## src/rtl/fetch_pkg.sv

```systemverilog
// Shared types and default opcodes for the instruction-fetch stage.
// The decoder and the assembler-facing tests use the same opcode defaults.
package fetch_pkg;

    typedef enum logic [1:0] {
        IDLE   = 2'd0,
        RUN    = 2'd1,
        HALTED = 2'd2
    } fetch_state_t;

    localparam int unsigned FETCH_W_DEFAULT = 9;
    localparam logic [FETCH_W_DEFAULT-1:0] HALT_OP_DEFAULT = 9'h1FF;
    localparam logic [FETCH_W_DEFAULT-1:0] NOP_OP_DEFAULT  = 9'h000;

endpackage

```

## src/rtl/fetch_stage_sat_counter.sv

```systemverilog
// Saturating up-counter: advances by one when enabled and sticks at all-ones.
module sat_counter #(
    parameter int unsigned CW = 16
) (
    input  logic          clk,
    input  logic          reset,
    input  logic          en,
    output logic [CW-1:0] count
);

    localparam logic [CW-1:0] CNT_MAX = {CW{1'b1}};

    logic [CW-1:0] count_q;
    logic [CW-1:0] count_d;

    always_comb begin
        count_d = count_q;
        if (en && (count_q != CNT_MAX)) begin
            count_d = count_q + CW'(1);
        end
    end

    always_ff @(posedge clk or posedge reset) begin
        if (reset) begin
            count_q <= '0;
        end else begin
            count_q <= count_d;
        end
    end

    assign count = count_q;

endmodule

```

## src/rtl/fetch_stage.sv

```systemverilog
// Fetch pipeline register between PC/instruction ROM and decode, with a
// run/halt FSM, stall hold, branch-flush bubbles and a RUN-state cycle counter.
module fetch_stage
    import fetch_pkg::*;
#(
    parameter int unsigned   D       = 12,
    parameter int unsigned   W       = 9,
    parameter int unsigned   CW      = 16,
    parameter logic [W-1:0]  HALT_OP = W'(HALT_OP_DEFAULT),
    parameter logic [W-1:0]  NOP_OP  = W'(NOP_OP_DEFAULT)
) (
    input  logic          clk,
    input  logic          reset,
    input  logic          start,
    input  logic [D-1:0]  prog_ctr,
    input  logic [W-1:0]  instr_in,
    input  logic          stall,
    input  logic          jump_en,
    output logic          pc_stall,
    output logic [W-1:0]  instr_out,
    output logic [D-1:0]  pc_out,
    output logic          valid_out,
    output logic          done,
    output logic [CW-1:0] cycle_cnt
);

    fetch_state_t state_q, state_d;
    logic [W-1:0] instr_q, instr_d;
    logic [D-1:0] pc_q,    pc_d;
    logic         valid_q, valid_d;
    logic         done_q,  done_d;
    logic         run_en;

    // Next-state and capture logic; flush takes priority over stall.
    always_comb begin
        state_d  = state_q;
        instr_d  = instr_q;
        pc_d     = pc_q;
        valid_d  = valid_q;
        done_d   = done_q;
        pc_stall = 1'b1;

        case (state_q)
            IDLE: begin
                if (start) begin
                    state_d = RUN;
                end
            end
            RUN: begin
                pc_stall = stall & ~jump_en;
                if (jump_en) begin
                    instr_d = NOP_OP;
                    valid_d = 1'b0;
                    pc_d    = prog_ctr;
                end else if (!stall) begin
                    instr_d = instr_in;
                    pc_d    = prog_ctr;
                    valid_d = 1'b1;
                    if (instr_in == HALT_OP) begin
                        state_d = HALTED;
                        done_d  = 1'b1;
                    end
                end
            end
            HALTED: begin
                // Halt word was shown for one cycle; bubble from here on.
                instr_d = NOP_OP;
                valid_d = 1'b0;
                done_d  = 1'b1;
            end
            default: begin
                state_d = IDLE;
            end
        endcase
    end

    always_ff @(posedge clk or posedge reset) begin
        if (reset) begin
            state_q <= IDLE;
            instr_q <= NOP_OP;
            pc_q    <= '0;
            valid_q <= 1'b0;
            done_q  <= 1'b0;
        end else begin
            state_q <= state_d;
            instr_q <= instr_d;
            pc_q    <= pc_d;
            valid_q <= valid_d;
            done_q  <= done_d;
        end
    end

    assign run_en = (state_q == RUN);

    sat_counter #(
        .CW (CW)
    ) u_cycle_cnt (
        .clk   (clk),
        .reset (reset),
        .en    (run_en),
        .count (cycle_cnt)
    );

    assign instr_out = instr_q;
    assign pc_out    = pc_q;
    assign valid_out = valid_q;
    assign done      = done_q;

endmodule

```

## config.mk

```make
export PLATFORM = sky130hd
export DESIGN_NAME = fetch_stage
export DESIGN_NICKNAME = d
export VERILOG_FILES = /design/src/rtl/fetch_pkg.sv /design/src/rtl/fetch_stage_sat_counter.sv /design/src/rtl/fetch_stage.sv
export SDC_FILE = /design/constraint.sdc
export NUM_CORES = 1
export LEC_CHECK = 0
export ABC_AREA = 1
export BUFFER_PORTS_ARGS = -buffer_cell sky130_fd_sc_hd__buf_2
export CAP_MARGIN = 20
export CORE_MARGIN = 1.5
export CORE_UTILIZATION = 30
export CTS_BUF_LIST = sky130_fd_sc_hd__clkbuf_4
export CTS_CLUSTER_SIZE = 30
export DETAILED_ROUTE_END_ITERATION = 10
export PLACE_DENSITY_LB_ADDON = 0.25
export SYNTH_ARGS = -nofsm -noshare
export SYNTH_HDL_FRONTEND = slang
export SYNTH_HIERARCHICAL = 1
export SYNTH_SLANG_ARGS = --single-unit
```

## constraint.sdc

```tcl
create_clock -name clk -period 1.6 [get_ports clk]
set_input_delay 0.48 -clock clk [delete_from_list [all_inputs] [get_ports clk]]
set_output_delay 0.48 -clock clk [all_outputs]
set_load 0.03 [all_outputs]
```

==> summary.md <==
| Metric | Value |
|---|---|
| Commonest non-fill, non-tap cell in the layout | nand2_1 |
| Multiplexer area fraction after synthesis | 0 |
| Worst r2r path cells | 9 |
| Adder-Cell Fraction of Synth Area | 0.005893 |
| Reg-to-Reg Start | state_q[1] |
| Die Width | 87.13 um |
| Period utilization | 1.017 |
| Crit-path max FO | 2 |
| Crit Path Category | flip-flop to primary output |
| Mapped cell area | 2123 sq um |
| Unique masters post-synth | 25 |
| Hold-critical path depth | 3 |
| Final RePlAce weighted congestion | 0.7924 |
| Reg-to-reg slack, setup | 0.12 ns |
| Max Fclk | 0.6143 GHz |
| Vias in the first global route | 1814 |
| Max-cap viol count | 0 |
| Share of cells above drive strength 1 | 0.3475 |
| Post-synthesis sequential area ratio | 0.4832 |
| WL/cell | 11.57 um |
| Synth Area in Compound Gates | 0.04478 |
| Worst Setup Slack, final | -0.02784 ns |
| HP Start | instr_in[6] |
| Post-Layout Inst Area | 2764 sq um |
| Overflow after GRT | 0 |
| Yosys warnings | 6 |
| N_diodes | 0 |
| Total GRT Usage | 0.1442 |
| Final WL | 5.205 mm |
| Synth Area in XOR/XNOR | 0.01650 |
| CTS tree | built |
| Synth Register Bits | 41 |
| Initial antenna violation count | 0 |
| DR top layer | met4 |
| Fin. max-slew vios | 0 |
| Synth Area in Simple Gates | 0.3877 |
| Clock skew | 0.01318 ns |
| Cell Area, Placed | 2576 sq um |
| Final setup fails | 1 |
| WP data required | 1.12 ns |
| Worst R2R End | u_cycle_cnt/count[13] |
| Clock Pin Slew Worst Setup and Hold Paths | 0.14 ns |
| Largest net degree at the start of global routing | 23 |
| I/O pin count | 66 |
| Largest family of logic cells by synthesized area | simple AND/OR/NAND/NOR gates |
| Post-Synthesis Cells | 269 |
| Root Driver | clkbuf_4 |
| Outcome | finished, violations left |
| CP arrival | 1.15 ns |
| CP endpoint kind | primary output |
| P_leak | 1.445 nW |
| Total die area | 7592 sq um |
| Hpwl dp | 3.801 mm |
| Drt initial violations | 59 |
| Final period demand of the worst path | 1.628 ns |
| RSZ-0062 raised after global routing | true |
| Slew headroom | 0.7527 |
| Hold Crit Class | primary input to flip-flop |
| CTS Buffer Depth | 2 |
| Clock latency on the worst-skew pair | 0.36 ns |
| Synth-to-Final Area Change | 30.17% |
| Layout Nets | 380 |
| Port Buf Inserts | 65 |
| Final hold viol count | 0 |
| WL met1 | 2.501 mm |
| Post-Place Cells | 432 |
| Vias per cell | 4.384 |
| DIE HEIGHT | 87.13 um |
| Tightest Pin Transition | 0.3701 ns |
| Final non-filler cell total | 450 |
| Hold Crit Endpoint | instr_out[6] |
| Worst slack, placed | -0.001627 ns |
| PwrDens | 1044 nW/um^2 |
| DR WL met3 | 173 um |
| Failing checks | setup timing |
| Global-route wire length before repair | 8.514 mm |
| Clock sink count | 41 |
| Residual DRC | 0 |
| ANT nets after route | 0 |
| Syn nets | 296 |
| Initial Utilization | 0.3108 |
| H-Tree Depth | 2 |
| Worst setup SP type | flip-flop |
| Core area | 6832 sq um |
| Vias | 1973 |
| DRT Pass-1 Iters | 5 |
| Met2 wire length | 2.478 mm |
| Row count | 30 |
| Most frequent cells in the layout | nand2_1, buf_2, dfrtp_1 |
| TritonCTS Buffers | 5 |
| Pwr Total | 2.885 mW |
| Peak supply drop | 0.3321 mV |
| Syn Area/Cell | 7.893 sq um |
==> where the power goes <==
| part | internal [mW] | total, mW | switching (mW) |
|---|---|---|---|
| sequential | 1.17 | 1.32 | 0.145 |
| clock | 0.167 | 0.527 | 0.360 |
| combinational | 0.370 | 1.04 | 0.669 |
==> metrics by stage <==
step	TNS (ns)	hold WS, ns	utilization
final	-0.02784	0.3239	0.4046
after global routing	-0.1407	0.3047	0.4046
after CTS	-0.06546	0.3077	0.3989
after detailed placement	-0.001627	0.3862	0.3771
after global placement	0	0.3803	0.3771
after floorplan	0	0.3936	-
==> kinds of logic (layout without fill, tap and decap cells) <==
logic type      Yosys count  after routing
flops                    41             41
xor+xnor                  4              4
simple gates            183            183
buf+inv                  26            111
fa+ha+maj                 1              1
compound gates           14             14
==> cell usage after synthesis <==
library cell / count / area share
buf_4: 1 / 0.0035
o21bai_1: 1 / 0.0035
nand2_4: 1 / 0.0053
buf_6: 2 / 0.011
nand2_2: 6 / 0.018
nand3b_1: 2 / 0.0071
dfrtp_1: 41 / 0.48
o21ai_2: 6 / 0.025
o21ai_0: 2 / 0.0047
clkinv_2: 1 / 0.0024
xnor2_1: 2 / 0.0083
inv_2: 2 / 0.0035
nor2_4: 6 / 0.032
nor2_2: 3 / 0.0088
buf_8: 1 / 0.0071
nand3_1: 33 / 0.078
nand4_1: 5 / 0.015
nand2_1: 108 / 0.19
a21oi_1: 1 / 0.0024
buf_2: 2 / 0.0047
o21ai_1: 4 / 0.0094
xor2_1: 2 / 0.0083
ha_1: 1 / 0.0059
inv_1: 17 / 0.030
nor2_1: 19 / 0.034
==> worst max path at each step <==
stage / startpoint / endpoint / slack [ns] / cells after the start
after detailed placement: u_cycle_cnt/count[0] / u_cycle_cnt/count[11] / -0.002 / 8
after global routing: state_q[0] / pc_stall / -0.1 / 4
final: state_q[1] / pc_stall / -0.03 / 3
after global placement: u_cycle_cnt/count[1] / u_cycle_cnt/count[5] / 0.04 / 8
after floorplan: u_cycle_cnt/count[0] / u_cycle_cnt/count[0] / 0.05 / 9
after CTS: state_q[0] / pc_stall / -0.07 / 4
==> metal layers <==
metal | up-vias | GRT usage
li1 | 1019 | -
met1 | 909 | 0.1938
met2 | 40 | 0.2333
met3 | 5 | 0.03128
met4 | 0 | 0.04329
met5 | - | 0
==> worst max-delay path, stage by stage, from the launching register on <==
cell	delay, ns
dfrtp_1	0.43
nor2_4	0.16
nand2_4	0.06
buf_6	0.14
==> timing repair <==
action | CTS | global route
endpoints found under the setup margin | 12 | 18
buffers inserted | 8 | 1
gates resized for setup | 5 | 8
pin swaps | 2 | 1
hold endpoints to repair | 3 | 0
hold buffers | 1 | 0
==> flip-flops by register name (all words and copies together) (netlist names) <==
signal             cells
state_q                2
instr_out              9
valid_out              1
u_cycle_cnt/count     16
done                   1
pc_out                12
==> final cells by class <==
| type | instances | area, sq um |
|---|---|---|
| inverters | 20 | 76.32 |
| repair buffers | 83 | 488.0 |
| clock inverters | 3 | 17.52 |
| multi-input cells | 202 | 993.5 |
| well taps | 96 | 120.1 |
| flip-flops and latches | 41 | 1031 |
| fillers | 722 | 4068 |
| clock buffers | 5 | 37.54 |
Power figures use the tool's default switching activity.
